==> config.mk <==
export PLATFORM = sky130hd
export DESIGN_NAME = io_timer
export DESIGN_NICKNAME = d
export VERILOG_FILES = /design/src/rtl/io_timer_pkg.sv /design/src/rtl/io_timer_prescaler.sv /design/src/rtl/io_timer.sv
export SDC_FILE = /design/constraint.sdc
export NUM_CORES = 1
export LEC_CHECK = 0
export BUFFER_PORTS_ARGS = -buffer_cell sky130_fd_sc_hd__buf_2
export CAP_MARGIN = 20
export CORE_MARGIN = 2
export CORE_UTILIZATION = 59
export CTS_CLUSTER_SIZE = 30
export DETAILED_ROUTE_END_ITERATION = 16
export GPL_ROUTABILITY_DRIVEN = 0
export HOLD_SLACK_MARGIN = 0.15
export PLACE_DENSITY = 0.81
export SLEW_MARGIN = 20
export SYNTH_ARGS = -nofsm -noshare
export SYNTH_HDL_FRONTEND = slang
export SYNTH_SLANG_ARGS = --single-unit
==> constraint.sdc <==
create_clock -name clk -period 4.8 [get_ports clk]
set_input_delay 0.48 -clock clk [delete_from_list [all_inputs] [get_ports clk]]
set_output_delay 0.48 -clock clk [all_outputs]
set_load 0.01 [all_outputs]
==> src/rtl/io_timer_pkg.sv <==
// Shared register map and bit positions for the io_timer bus slave.
package io_timer_pkg;

    typedef enum logic [1:0] {
        REG_CTRL   = 2'd0,
        REG_LOAD   = 2'd1,
        REG_COUNT  = 2'd2,
        REG_STATUS = 2'd3
    } reg_e;

    localparam int CTRL_EN      = 0;
    localparam int CTRL_AR      = 1;
    localparam int CTRL_IE      = 2;
    localparam int CTRL_PRE_LSB = 8;

    localparam int STAT_FLAG = 0;
    localparam int STAT_RUN  = 1;

endpackage

==> src/rtl/io_timer_prescaler.sv <==
// Free-running 0..pre divider; tick marks the cycle in which the divider wraps.
module io_timer_prescaler #(
    parameter int PWIDTH = 8
) (
    input  logic              clk,
    input  logic              reset,
    input  logic              en,
    input  logic              clr,
    input  logic [PWIDTH-1:0] pre,
    output logic              tick
);

    logic [PWIDTH-1:0] cnt_q;
    logic [PWIDTH-1:0] cnt_d;

    assign tick = en && (cnt_q == pre);

    // NOTE: every always_comb output gets a default first, so no path can infer a latch.
    always_comb begin
        cnt_d = cnt_q;
        if (clr) begin
            cnt_d = '0;
        end else if (tick) begin
            cnt_d = '0;
        end else if (en) begin
            cnt_d = cnt_q + PWIDTH'(1);
        end
    end

    // NOTE: sequential state uses non-blocking assignments only; reset is synchronous here.
    always_ff @(posedge clk) begin
        if (reset) begin
            cnt_q <= '0;
        end else begin
            cnt_q <= cnt_d;
        end
    end

endmodule

==> src/rtl/io_timer.sv <==
// Memory-mapped interval timer on the CPU IO bus: register decode, count/flag state
// and the combinational read multiplexor.
module io_timer
    import io_timer_pkg::*;
#(
    parameter int CWIDTH = 16,
    parameter int PWIDTH = 8
) (
    input  logic        clk,
    input  logic        reset,
    input  logic        cs_b,
    input  logic        rnw,
    input  logic [1:0]  a,
    input  logic [15:0] din,
    output logic [15:0] dout,
    output logic        int_b
);

    logic              en_q, en_d;
    logic              ar_q, ar_d;
    logic              ie_q, ie_d;
    logic [PWIDTH-1:0] pre_q, pre_d;
    logic [CWIDTH-1:0] load_q, load_d;
    logic [CWIDTH-1:0] count_q, count_d;
    logic              flag_q, flag_d;

    reg_e sel;
    logic wr, wr_ctrl, wr_load, wr_count, wr_status;
    logic en_rise, en_fall;
    logic tick, tick_eff;

    assign sel       = reg_e'(a);
    assign wr        = !cs_b && !rnw;
    assign wr_ctrl   = wr && (sel == REG_CTRL);
    assign wr_load   = wr && (sel == REG_LOAD);
    assign wr_count  = wr && (sel == REG_COUNT);
    assign wr_status = wr && (sel == REG_STATUS);

    assign en_rise = wr_ctrl && !en_q && din[CTRL_EN];
    assign en_fall = wr_ctrl &&  en_q && !din[CTRL_EN];

    // A COUNT write or a disabling CTRL write pre-empts a coincident tick.
    assign tick_eff = tick && !en_fall && !wr_count;

    io_timer_prescaler #(.PWIDTH(PWIDTH)) u_prescaler (
        .clk  (clk),
        .reset(reset),
        .en   (en_q),
        .clr  (en_rise || wr_count),
        .pre  (pre_q),
        .tick (tick)
    );

    always_comb begin
        en_d    = en_q;
        ar_d    = ar_q;
        ie_d    = ie_q;
        pre_d   = pre_q;
        load_d  = load_q;
        count_d = count_q;
        flag_d  = flag_q;

        if (wr_ctrl) begin
            en_d  = din[CTRL_EN];
            ar_d  = din[CTRL_AR];
            ie_d  = din[CTRL_IE];
            pre_d = din[CTRL_PRE_LSB +: PWIDTH];
        end
        if (wr_load) begin
            load_d = din[CWIDTH-1:0];
        end
        if (wr_status && din[STAT_FLAG]) begin
            flag_d = 1'b0;
        end

        // Expiry is evaluated after the clear so a coincident set wins.
        if (tick_eff) begin
            if (count_q == '0) begin
                flag_d = 1'b1;
                if (ar_q) begin
                    count_d = load_q;
                end else begin
                    en_d = 1'b0;
                end
            end else begin
                count_d = count_q - CWIDTH'(1);
            end
        end

        if (en_rise) begin
            count_d = load_q;
        end
        if (wr_count) begin
            count_d = din[CWIDTH-1:0];
        end
    end

    always_ff @(posedge clk) begin
        if (reset) begin
            en_q    <= 1'b0;
            ar_q    <= 1'b0;
            ie_q    <= 1'b0;
            pre_q   <= '0;
            load_q  <= '0;
            count_q <= '0;
            flag_q  <= 1'b0;
        end else begin
            en_q    <= en_d;
            ar_q    <= ar_d;
            ie_q    <= ie_d;
            pre_q   <= pre_d;
            load_q  <= load_d;
            count_q <= count_d;
            flag_q  <= flag_d;
        end
    end

    always_comb begin
        dout = '0;
        case (sel)
            REG_CTRL: begin
                dout[CTRL_EN]                   = en_q;
                dout[CTRL_AR]                   = ar_q;
                dout[CTRL_IE]                   = ie_q;
                dout[CTRL_PRE_LSB +: PWIDTH]    = pre_q;
            end
            REG_LOAD:   dout[CWIDTH-1:0] = load_q;
            REG_COUNT:  dout[CWIDTH-1:0] = count_q;
            REG_STATUS: begin
                dout[STAT_FLAG] = flag_q;
                dout[STAT_RUN]  = en_q;
            end
            default: dout = '0;
        endcase
    end

    assign int_b = !(flag_q && ie_q);

endmodule

## Yosys cells after proc, flatten, opt, wreduce, memory -nomap -nowiden

Cells that the tools add are included.

| word-level totals | value |
|---|---|
| word-level logic and storage cells | 58 |
| input port bits | 22 |
| output and inout bits | 17 |
| flip-flop bits (word level) | 52 |

| cells by class | value |
|---|---|
| add/subtract/negate cells | 2 |
| mux-type cells | 16 |
| reductions and logical operators | 27 |
| eq/ne operators | 5 |

Operators with widths:

| operator | number |
|---|---|
| 2-to-1 mux 16 bit | 5 |
| one-hot mux 8 bit (3 select lines) | 1 |
| zero test 16 bit | 1 |
| subtractor 16 x 1 -> 16 bit (second input constant) | 1 |
| logical AND 1 bit | 14 |
| one-hot mux 5 bit (2 select lines) | 1 |
| adder 8 x 1 -> 8 bit (second input constant) | 1 |
| == test 8 bit | 1 |
| one-hot mux 2 bit (4 select lines) | 1 |
| zero test 1 bit | 7 |
| 2-to-1 mux 1 bit | 7 |
| == test 2 bit (second input constant) | 2 |
| inequality test 4 bit (second input constant) | 1 |
| one-hot mux 1 bit (3 select lines) | 1 |
| nonzero test 3 bit | 1 |
| OR reduction 3 bit | 1 |
| == test 2 x 1 -> 1 bit (second input constant) | 1 |
| zero test 2 bit | 1 |
| AND reduction 2 bit | 1 |
| logical OR 1 bit | 1 |

## Depth between registers and ports, before layout

| depth | value |
|---|---|
| word-level depth | 11 |
| gate-level depth with buffers | 10 |
| mapped depth without buffers | 8 |

## By module

Synthesis repeated with hierarchy kept, for this count alone.

| unflattened totals | value |
|---|---|
| cells, all modules | 396 |
| area, all modules | 3081.7 um2 |

By module, submodules not included:

| module | instances | area each (um2) | cells an instance | sequential area each (um2) |
|---|---|---|---|---|
| io_timer | 1 | 2637.5 | 347 | 880.8 |
| io_timer_prescaler | 1 | 444.2 | 49 | 160.2 |

## Worst setup path after synthesis

OpenSTA, ideal clock, no wires.

| path | value |
|---|---|
| path kind | register to register |
| from | reg u_prescaler.cnt_q[2] |
| to | reg count_q[2] |
| buffers on the path | 1 |
| slack | 2.557 ns |
| stages on the path, launching flop included | 8 |
| required time | 4.712 ns |
| data arrival time | 2.155 ns |
| clock period less this slack | 2.243 ns |
| library setup time | 0.088 ns |
| cells stage by stage | dfxtp_1 > nor2b_1 > a2111o_1 > or4_4 > o31ai_4 > buf_6 > nor2_1 > a311oi_2 |

| on the way | value |
|---|---|
| word-level cells in the longest chain between the ends | 6 |

RTL lines:

| item | line | text |
|---|---|---|
| start, declared | io_timer_prescaler.sv:13 | `logic [PWIDTH-1:0] cnt_q;` |
| start signal, assigned | io_timer_prescaler.sv:35 | `cnt_q <= cnt_d;` |
| == test 8 bit | io_timer_prescaler.sv:16 | `assign tick = en && (cnt_q == pre);` |
| logical AND 1 bit | io_timer_prescaler.sv:16 |  |
| logical AND 1 bit (2 in a row) | io_timer.sv:43 | `assign tick_eff = tick && !en_fall && !wr_count;` |
| nonzero test 3 bit (no line) | -- |  |
| AND reduction 2 bit (no line) | -- |  |
| end signal, assigned | io_timer.sv:113 | `count_q <= count_d;` |
| end, declared | io_timer.sv:24 | `logic [CWIDTH-1:0] count_q, count_d;` |

Every way passes these cells.
A chain may end at the register's enable or synchronous reset.

## Worst setup path in the final report

| path | value |
|---|---|
| from | in a[0] |
| to | reg count_q[11] |

| on the way | value |
|---|---|
| word-level cells in the longest chain between the ends | 9 |
| elaborated cells between the ends (all ways) | 17 |
| classes of those cells | eq/ne: 2; mux: 2; reduce/logical: 13 |

RTL lines:

| item | line | text |
|---|---|---|
| start, declared | io_timer.sv:13 | `input logic [1:0] a,` |
| zero test 2 bit | io_timer.sv:34 | `assign wr_ctrl = wr && (sel == REG_CTRL);` |
| logical AND 1 bit | io_timer.sv:34 |  |
| logical AND 1 bit (2 in a row) | io_timer.sv:40 | `assign en_fall = wr_ctrl && en_q && !din[CTRL_EN];` |
| zero test 1 bit | io_timer.sv:43 |  |
| logical AND 1 bit (2 in a row) | io_timer.sv:43 |  |
| nonzero test 3 bit (no line) | -- |  |
| AND reduction 2 bit (no line) | -- |  |

Parallel ways exist; a longest one is shown, timed or not.

==> results.cfg <==
[timing]
slew_viol_final = 0
fmaxAchievable_mhz = 347
fin_worst_skew_ns = 0.00838
rsz0062_at_grt = no
hold_viol_final = 0
timing.final.crit_share = 0.601
setup_viol = 0
tns_ns = 0
worstMarginPinSlew_ns = 0.996
period_minus_slack_ns = 2.89
maxSlewHeadroom = 0.331

[flow_run]
drv_cap = 0

[critical_path]
path_max_fanout = 20
r2r_start = en_q
cp_slowest_cell = ha_1
path_buf_inv = 2
critPathKind = in2reg
startpoint = a[0]
crit_arrival_ns = 3.09
endpoint_kind = flop
start_kind = primary input
cp_cell_sequence = buf_2 -> inv_1 -> ha_1 -> nand2_1 -> o21ai_1 -> o221ai_1 -> a221oi_1
cp_slowest_stage_delay_ns = 0.67
crit_family = compound AO/OA/AOI/OAI gates
required_ns = 5.01

[route]
num_vias = 3113
drt-vias-per-instance = 6.42
first_pass_iters = 6
wire_per_inst_um = 17.5
wl_um = 8510
drt-initial-drc-count = 469
drc = 0
antenna_left = 0

[floorplan]
initial_core_util = 0.601
die_h_um = 75.4
die_x_um = 75.4
core_area_um2 = 5010
rows = 26
fp.dieArea_um2 = 5690
ios = 39

[yosys]
synth-seq-cells = 52
synth-edff-count = 0
synth_nets = 424
synthDistinctLibCells = 49
synth-seq-area-share = 0.346
yosysWarnings = 0
syn_area_um2 = 3010
ys.flop_type = dfxtp_1
synth_cells = 393
synth_async_sr_flop_share = 0
post_synth.cell_area_avg_um2 = 7.66

[pwr]
p_leak_nw = 1.24
ir_drop_mv = 0.230
powerDensity_nw_per_um2 = 365

[global_routing]
grt_util_all_layers = 0.318
first_global_vias = 2840
antenna_found_initial = 0
grt_pass1_wl_um = 13700
gr-total-overflow = 0
grt_max_degree = 49

[clock_network]
h-tree-depth = 2
cts_tree = done
holdBufCountCts = 0
cts-resized-gates = 0
clk_pin_slew_ns = 0.09
clockBufferDepth = 2
cts_buffers = 5
cts_setup_buffers = 0
clock-root-buffer = clkbuf_8
clock_latency_ns = 0.31
cts_sinks = 52

[status]
status = finished clean

[placement]
dp_cells = 476
dpl.hpwl_um = 5950
port-buffer-count = 38

[final_layout]
fin_cells = 485
syn2layout_area_growth_pct = 11.3
drive_gt1_frac = 0.128
finalNetCount = 445
num_antenna_cells = 0

[hold_path]
hp-start = din[4]
hold_path_class = in2reg
cell type report:
type,instances,area (um2)
repair buffers,39,201
flip-flops and latches,52,1040
inverters,8,30.0
clock buffers,5,68.8
fillers,434,1660
well taps,70,87.6
multi-input cells,308,1830
clock inverters,3,90.1
cell usage after synthesis, drive strengths merged (6+ instances only):
cell type | instances | area share
nor4 | 6 | 0.012
o211ai | 8 | 0.020
a22oi | 7 | 0.017
nand4 | 8 | 0.017
nor2 | 46 | 0.057
or3 | 6 | 0.012
inv | 8 | 0.010
a21oi | 33 | 0.055
nand2 | 77 | 0.096
a222oi | 11 | 0.037
ha | 9 | 0.037
clkbuf | 21 | 0.026
dfxtp | 52 | 0.35
nor3 | 7 | 0.012
a211oi | 6 | 0.015
a311oi | 6 | 0.024
nor2b | 7 | 0.015
xnor2 | 10 | 0.029
xor2 | 7 | 0.020
nand3 | 9 | 0.015
routing by layer:
metal,global-route usage,wire length (um)
met1,0.445,3560
met5,0,0
met2,0.481,3900
met3,0.0529,789
met4,0.142,256
cell usage in the layout (no fill, tap or decap), types with 2 or more instances in the layout:
cell	Yosys	final
clkbuf_8	0	5
a221oi_1	2	2
a222oi_1	11	11
a21oi_1	33	33
nor3_1	7	7
and3_1	3	3
a22oi_1	7	7
nand2_1	77	77
and2_1	5	5
nand4_1	8	8
nand2b_1	4	4
a211oi_1	6	6
nand3_1	9	9
o21ai_0	3	3
a311oi_1	3	3
dfxtp_1	52	52
xnor2_1	10	10
nor2_1	46	46
a311oi_2	3	3
nor2b_1	7	7
a31oi_1	3	3
xor2_1	7	7
bufinv_16	0	3
mux2i_1	3	3
or3_1	6	6
inv_1	8	8
o21ai_1	2	2
o221ai_1	5	5
buf_2	1	38
nor4_1	6	6
ha_1	9	9
o211ai_1	8	8
registers in the layout, summed over array words and instances (netlist names):
signal	count
count_q	16
load_q	16
pre_q	8
u_prescaler.cnt_q	8
ar_q	1
en_q	1
flag_q	1
ie_q	1
cells by family (layout without fill, tap and decap cells):
group	after synthesis	in the layout	share of synthesized area
multiplexers	3	3	0.00997
buffers and inverters	33	55	0.0453
XOR/XNOR	17	17	0.0494
adder cells (fa/ha/maj)	9	9	0.0374
flip-flops	52	52	0.346
AO/OA/AOI/OAI	95	95	0.233
AND/OR/NAND/NOR	184	184	0.279
metrics by stage:
stage           util  power [mW]  hold slack (ns)  setup WS (ns)  instance area [um2]
6_report       0.669        1.22            0.416           1.91                 3350
5_1_grt        0.669        1.28            0.423           1.71                 3350
4_1_cts        0.667        1.22            0.410           1.83                 3340
3_5_place_dp   0.635       0.814            0.465           1.70                 3180
3_3_place_gp   0.635       0.806            0.462           1.85                 3180
2_1_floorplan      -       0.739            0.444           2.56                 3010
where the power goes:
part           internal [mW]  switching (mW)
clock                  0.261           0.147
sequential             0.452          0.0307
combinational          0.130           0.204
worst reg2reg max path: cells and delay by family, from the launching register on:
kind	cells	cell delay, ns
compound gates	4	1.16
simple gates	1	0.54
flops	1	0.51
buf+inv	2	0.39
final timing paths:
path                       to  slack [ns]  cells past startpoint
setup reg to reg  count_q[15]        2.12                      7
hold / removal      load_q[4]        0.42                      3
setup / recovery  count_q[11]        1.91                      7
hold reg to reg     load_q[6]        0.48                      2
No activity file was read; power rests on OpenSTA's default activity.
